`config.mk`:
```
export PLATFORM = sky130hd
export DESIGN_NAME = keypad_scan_ctrl
export DESIGN_NICKNAME = d
export VERILOG_FILES = /design/src/rtl/keypad_pkg.sv /design/src/rtl/keypad_evt_fifo.sv /design/src/rtl/keypad_scan_ctrl.sv
export SDC_FILE = /design/constraint.sdc
export NUM_CORES = 1
export LEC_CHECK = 0
export ABC_CLOCK_PERIOD_IN_PS = 5900
export BUFFER_PORTS_ARGS = -buffer_cell sky130_fd_sc_hd__buf_2
export CAP_MARGIN = 0
export CORE_UTILIZATION = 42
export CTS_BUF_LIST = sky130_fd_sc_hd__clkbuf_4 sky130_fd_sc_hd__clkbuf_8
export DETAILED_ROUTE_END_ITERATION = 12
export PLACE_DENSITY = 0.61
export SYNTH_ARGS = -nofsm -noshare
export SYNTH_HDL_FRONTEND = slang
export SYNTH_HIERARCHICAL = 1
export SYNTH_SLANG_ARGS = --single-unit
export TNS_END_PERCENT = 5
```
`constraint.sdc`:
```
create_clock -name clk_i -period 5.9 [get_ports clk_i]
set_input_delay 0.885 -clock clk_i [delete_from_list [all_inputs] [get_ports clk_i]]
set_output_delay 0.885 -clock clk_i [all_outputs]
set_load 0.005 [all_outputs]
```
`src/rtl/keypad_pkg.sv`:
```
// Shared types and elaboration-time helpers for the keypad scan controller.
package keypad_pkg;

    // Scan sequencer states: settle after a column change, then walk the rows.
    typedef enum logic {
        DRIVE  = 1'b0,
        SAMPLE = 1'b1
    } scan_state_t;

    // Cycles to wait after a column change; never fewer than the 2-flop
    // synchronizer plus one cycle of margin.
    function automatic int settle_cycles(input int freq_mhz, input int time_ns);
        int raw;
        raw = (time_ns * freq_mhz) / 1000;
        return (raw < 3) ? 3 : raw;
    endfunction

    // Width of an index into n items, kept at least 1 bit wide.
    function automatic int idx_width(input int n);
        return (n > 1) ? $clog2(n) : 1;
    endfunction

    // Width of a key code row*COLS + col.
    function automatic int code_width(input int rows, input int cols);
        return idx_width(rows * cols);
    endfunction

    // Width of a per-key debounce counter that must hold the value 'scans'.
    function automatic int cnt_width(input int scans);
        return $clog2(scans + 1);
    endfunction

endpackage

```
`src/rtl/keypad_evt_fifo.sv`:
```
// Small synchronous event FIFO; a push into a full FIFO with no pop is
// discarded and reported with a one-cycle drop pulse.
module keypad_evt_fifo #(
    parameter int DEPTH = 4,
    parameter int WIDTH = 4
) (
    input  logic             clk_i,
    input  logic             rst_ni,
    input  logic             push_i,
    input  logic [WIDTH-1:0] data_i,
    input  logic             pop_i,
    output logic [WIDTH-1:0] data_o,
    output logic             full_o,
    output logic             empty_o,
    output logic             drop_o
);

    localparam int PTR_W = (DEPTH > 1) ? $clog2(DEPTH) : 1;
    localparam int CNT_W = $clog2(DEPTH + 1);

    logic [WIDTH-1:0] mem_q [DEPTH];
    logic [PTR_W-1:0] wr_ptr_q, rd_ptr_q;
    logic [CNT_W-1:0] count_q;
    logic             drop_q;
    logic             pop_en, push_en;

    assign full_o  = (count_q == CNT_W'(DEPTH));
    assign empty_o = (count_q == '0);
    assign pop_en  = pop_i & ~empty_o;
    // A full FIFO still accepts a push when the head leaves in the same cycle.
    assign push_en = push_i & (~full_o | pop_en);
    assign data_o  = mem_q[rd_ptr_q];
    assign drop_o  = drop_q;

    // Storage write port.
    // NOTE: the data array has no reset; the count decides what is valid, so
    // clearing the entries would only add reset fan-out.
    always_ff @(posedge clk_i) begin
        if (push_en) begin
            mem_q[wr_ptr_q] <= data_i;
        end
    end

    // Pointers, occupancy and the drop pulse.
    always_ff @(posedge clk_i or negedge rst_ni) begin
        if (!rst_ni) begin
            wr_ptr_q <= '0;
            rd_ptr_q <= '0;
            count_q  <= '0;
            drop_q   <= 1'b0;
        end else begin
            if (push_en) wr_ptr_q <= wr_ptr_q + PTR_W'(1);
            if (pop_en)  rd_ptr_q <= rd_ptr_q + PTR_W'(1);
            case ({push_en, pop_en})
                2'b10:   count_q <= count_q + CNT_W'(1);
                2'b01:   count_q <= count_q - CNT_W'(1);
                default: count_q <= count_q;
            endcase
            drop_q <= push_i & ~push_en;
        end
    end

endmodule

```
`src/rtl/keypad_scan_ctrl.sv`:
```
// Matrix keypad scanner: drives one column at a time, debounces every key
// through a shared time-multiplexed sampling path and queues press events.
module keypad_scan_ctrl
    import keypad_pkg::*;
#(
    parameter int ROWS           = 4,
    parameter int COLS           = 4,
    parameter int CLK_FREQ_MHZ   = 100,
    parameter int SETTLE_TIME_NS = 50,
    parameter int DEBOUNCE_SCANS = 4,
    parameter int FIFO_DEPTH     = 4
) (
    input  logic                                clk_i,
    input  logic                                rst_ni,
    input  logic [ROWS-1:0]                     row_i,
    output logic [COLS-1:0]                     col_o,
    output logic [code_width(ROWS, COLS)-1:0]   key_code_o,
    output logic                                key_valid_o,
    input  logic                                key_ready_i,
    output logic                                overflow_o
);

    localparam int KEYS   = ROWS * COLS;
    localparam int CODE_W = code_width(ROWS, COLS);
    localparam int CNT_W  = cnt_width(DEBOUNCE_SCANS);
    localparam int ROW_W  = idx_width(ROWS);
    localparam int COL_W  = idx_width(COLS);
    localparam int SETTLE = settle_cycles(CLK_FREQ_MHZ, SETTLE_TIME_NS);
    localparam int SET_W  = idx_width(SETTLE);

    // Scan sequencer
    scan_state_t      state_q, state_d;
    logic [SET_W-1:0] settle_q, settle_d;
    logic [ROW_W-1:0] r_q, r_d;
    logic [COL_W-1:0] c_q, c_d;
    logic             active_q;
    logic [COLS-1:0]  col_q;

    // Row synchronizer
    logic [ROWS-1:0]  row_meta_q, row_sync_q;

    // Per-key debounce state and the event register feeding the FIFO
    logic [KEYS-1:0]   stable_q;
    logic [CNT_W-1:0]  cnt_q [KEYS];
    logic              evt_q;
    logic [CODE_W-1:0] evt_code_q;

    // Shared sampling path
    logic              sampling;
    logic [CODE_W-1:0] key_idx;
    logic              pressed;
    logic [CNT_W-1:0]  cnt_inc;

    logic fifo_empty;
    logic unused_fifo_full;

    assign col_o       = col_q;
    assign key_valid_o = ~fifo_empty;

    // Two-flop synchronizer for the asynchronous row lines; idle level is high.
    // NOTE: every clocked block uses non-blocking assignments so all flops
    // update together and simulation order cannot change the result.
    always_ff @(posedge clk_i or negedge rst_ni) begin
        if (!rst_ni) begin
            row_meta_q <= '1;
            row_sync_q <= '1;
        end else begin
            row_meta_q <= row_i;
            row_sync_q <= row_meta_q;
        end
    end

    // Sequencer registers; the first edge after reset only turns on column 0,
    // so its settle window is as long as every other column's.
    always_ff @(posedge clk_i or negedge rst_ni) begin
        if (!rst_ni) begin
            state_q  <= DRIVE;
            settle_q <= '0;
            r_q      <= '0;
            c_q      <= '0;
            active_q <= 1'b0;
            col_q    <= '1;
        end else begin
            state_q  <= state_d;
            settle_q <= settle_d;
            r_q      <= r_d;
            c_q      <= c_d;
            active_q <= 1'b1;
            col_q    <= ~(COLS'(1) << c_d);
        end
    end

    // Next-state logic: settle on a column, then walk its rows, then advance.
    // NOTE: every signal gets a default before the case so no path leaves a
    // value unassigned, which would otherwise infer a latch.
    always_comb begin
        state_d  = state_q;
        settle_d = settle_q;
        r_d      = r_q;
        c_d      = c_q;
        if (active_q) begin
            unique case (state_q)
                DRIVE: begin
                    if (settle_q == SET_W'(SETTLE - 1)) begin
                        state_d  = SAMPLE;
                        settle_d = '0;
                        r_d      = '0;
                    end else begin
                        settle_d = settle_q + SET_W'(1);
                    end
                end
                SAMPLE: begin
                    if (r_q == ROW_W'(ROWS - 1)) begin
                        state_d = DRIVE;
                        r_d     = '0;
                        c_d     = (c_q == COL_W'(COLS - 1)) ? '0 : c_q + COL_W'(1);
                    end else begin
                        r_d = r_q + ROW_W'(1);
                    end
                end
                default: state_d = DRIVE;
            endcase
        end
    end

    // Select the key under test this cycle and its candidate counter value.
    always_comb begin
        sampling = active_q && (state_q == SAMPLE);
        key_idx  = CODE_W'(int'(r_q) * COLS + int'(c_q));
        pressed  = ~row_sync_q[r_q];
        cnt_inc  = cnt_q[key_idx] + CNT_W'(1);
    end

    // Debounce update for the selected key; a debounced press raises an event
    // that is pushed into the FIFO on the following cycle.
    always_ff @(posedge clk_i or negedge rst_ni) begin
        if (!rst_ni) begin
            stable_q   <= '0;
            for (int k = 0; k < KEYS; k++) begin
                cnt_q[k] <= '0;
            end
            evt_q      <= 1'b0;
            evt_code_q <= '0;
        end else begin
            evt_q <= 1'b0;
            if (sampling) begin
                evt_code_q <= key_idx;
                if (pressed == stable_q[key_idx]) begin
                    cnt_q[key_idx] <= '0;
                end else if (cnt_inc == CNT_W'(DEBOUNCE_SCANS)) begin
                    stable_q[key_idx] <= pressed;
                    cnt_q[key_idx]    <= '0;
                    evt_q             <= pressed;
                end else begin
                    cnt_q[key_idx] <= cnt_inc;
                end
            end
        end
    end

    // Event queue toward the consumer; the drop pulse is the overflow flag and
    // the full flag is left for other users of the FIFO.
    keypad_evt_fifo #(
        .DEPTH (FIFO_DEPTH),
        .WIDTH (CODE_W)
    ) u_evt_fifo (
        .clk_i   (clk_i),
        .rst_ni  (rst_ni),
        .push_i  (evt_q),
        .data_i  (evt_code_q),
        .pop_i   (key_ready_i),
        .data_o  (key_code_o),
        .full_o  (unused_fifo_full),
        .empty_o (fifo_empty),
        .drop_o  (overflow_o)
    );

endmodule
```
==> results.md <==
* Dpl hpwl at 7.97 mm
* CP max stage cell: mux4_2
* Critical path class: reg2reg
* Core Rows at 42
* Startpoint Class: flip-flop
* Max VDD drop at 267 uV
* Synth Net Count at 499
* Setup slack after layout at around 2.0 ns
* Final ANT Viol Nets at 0
* TritonRoute pass-1 iters at 4
* Final setup fails at 0
* Crit path capture type: flip-flop
* Initial Util at around 44%
* CTS buffer count at 17
* Max Fclk at 0.256 GHz
* DR iter-0 viols at ~230
* Pleak at around 2.8 nW
* Initial antenna violation count at 0
* Via/cell ratio at roughly 5.6
* Mapped Cells at about 470
* Final slew viol count at 0
* IO Port Bufs at 16
* # diodes at 0
* GRT Overall Usage at 18.6%
* Pwr Total at roughly 2.8 mW
* Power Density at approximately 430 nW/um^2
* Post-Syn Area at 5880 um^2
* Number of hold buffers added after CTS at 0
* Die area at between 10000 and 15000 um^2
* Clock sinks at ~110
* Fraction of layout cells with a size suffix above 1 at just over 30%
* Post-CTS Setup Bufs at 0
* Status: complete, no violations
* Routed wire length at between 10 and 15 mm
* Ys Warns at 6
* Worst hold path class: reg2reg
* Root Buffer: clkbuf_8
* Slowest stage delay, CP at ~0.56 ns
* Chip height at ~120 um
* CP arrival at ~4.3 ns
* Post-CTS Resized at 0
* # IOs at 17
* TritonCTS clock tree: done
* Post-route clock period utilization at around 66%
* CP max FO at 32
* Actual slew at the worst max-slew pin at 1.02 ns
* DRC at 0
* Crit path time final at 3.91 ns
* Slew headroom at between 30% and 40%
* Core area at approximately 13000 um^2
* Max-Cap Viols at 0
* Util after Layout at between 40 and 50%
* Clock Skew at between 0.009 and 0.01 ns
* Area growth, synth to finish at 10.5%
* Hold Fails Final Rpt at 0
* Global-route wire length before repair at 20.2 mm
* Htree depth at 4
* Largest net degree at the start of global routing at 56
* GRT Residual Overflow at 0
* DR WL/cell at approximately 18 um
* Clk_lat worst skew at around 0.45 ns
* Clock Path Buffers at 2
* Synth Area per Inst at approximately 12 um^2
* Vias in the first global route at around 3800
* CP required at between 6 and 7 ns
* Die X at 120 um
* Nets at about 500
* RSZ-0062 raised after global routing: false
* Routed vias at about 3700
* Worst-path clk slew at approximately 0.07 ns
* Most used cell, CP: mux4_2
* Setup TNS at 0 ns
* Routability Congestion at ~0.8
* CP Cell Sequence: buf_4, mux4_2, mux4_2, ha_1, and3_1, mux2i_4, nand2_4, o41ai_1
* Post-Place Worst Slack at roughly 2 ns
-- routing by layer --
| layer | vias to the layer above | track usage (%) | wire [um] |
|---|---|---|---|
| li1 | 1764 | - | - |
| met1 | 1885 | 24.5 | 5620 |
| met2 | 75 | 28.8 | 5750 |
| met3 | 23 | 4.67 | 476 |
| met4 | 0 | 8.72 | 242 |
| met5 | - | 0 | 0 |
-- metrics by stage --
step | area, um^2 | hold WS [ns] | std cells
after floorplan | 5880 | 0.345 | 474
after global placement | 6050 | 0.346 | 641
after detailed placement | 6050 | 0.347 | 641
after CTS | 6490 | 0.358 | 673
after global routing | 6490 | 0.363 | 673
final | 6490 | 0.357 | 673
-- layout by cell type, fill, tap and decap left out, drive strengths merged, types with 4 or more instances in the layout --
| master | instances |
|---|---|
| mux2i | 10 |
| o41ai | 16 |
| nand2 | 95 |
| buf | 23 |
| clkbuf | 17 |
| dfstp | 12 |
| clkinv | 8 |
| edfxtp | 16 |
| and3 | 8 |
| o21ai | 7 |
| ha | 17 |
| dfrtp | 86 |
| inv | 16 |
| nand3 | 17 |
| nor2 | 7 |
| and2 | 7 |
| mux2 | 35 |
| a221oi | 17 |
| xnor2 | 4 |
| bufinv | 4 |
| mux4 | 19 |
| o31ai | 33 |
-- where the power goes --
part	internal [mW]	leakage, nW	switching (mW)
clock network	0.464	0.213	0.341
registers	0.946	1.43	0.143
logic	0.354	1.11	0.565
total	1.76	2.75	1.05
-- final cells by class --
type                    count  area (um^2)
clock inverters            15          209
inverters                  16         60.1
clock buffers              17          234
fillers                  1224         6960
flip-flops and latches    114         2950
well taps                 176          220
repair buffers             23          135
multi-input cells         312         2690
-- registers in the layout, summed over array words and instances (netlist names) --
signal and cells:
row_meta_q 4, c_q 2, u_evt_fifo/rd_ptr_q 2, u_evt_fifo/mem_q 16, r_q 2, settle_q 3, active_q 1, col_o 4
cnt_q 48, stable_q 16, row_sync_q 4, evt_code_q 4, u_evt_fifo/drop_o 1, u_evt_fifo/wr_ptr_q 2, u_evt_fifo/count_q 3, state_q 1
evt_q 1
-- worst max-delay path, delay by kind of cell (launching register included) --
| family | cells | cell delay (ns) |
|---|---|---|
| flops | 1 | 0.43 |
| buf+inv | 1 | 0.38 |
| mux | 3 | 1.61 |
| compound gates | 1 | 0.44 |
| fa+ha+maj | 1 | 0.25 |
| simple gates | 2 | 0.66 |
-- worst paths after layout --
check                                   startpoint                                 to  slack (ns)  depth (start not counted)
setup / recovery                  c_q[0]$_DFF_PN0_              cnt_q[45]$_DFFE_PN0P_        1.99                          8
hold / removal             row_meta_q[1]$_DFF_PN1_            row_sync_q[1]$_DFF_PN1_        0.36                          0
setup reg to reg                  c_q[0]$_DFF_PN0_              cnt_q[45]$_DFFE_PN0P_        1.99                          8
hold reg to reg            row_meta_q[1]$_DFF_PN1_            row_sync_q[1]$_DFF_PN1_        0.36                          0
max in group asynchronous                   rst_ni            stable_q[3]$_DFFE_PN0P_        4.38                          2
min in group asynchronous                   rst_ni  u_evt_fifo/count_q[1]$_DFFE_PN0P_        0.42                          1
Power figures use the tool's default switching activity.
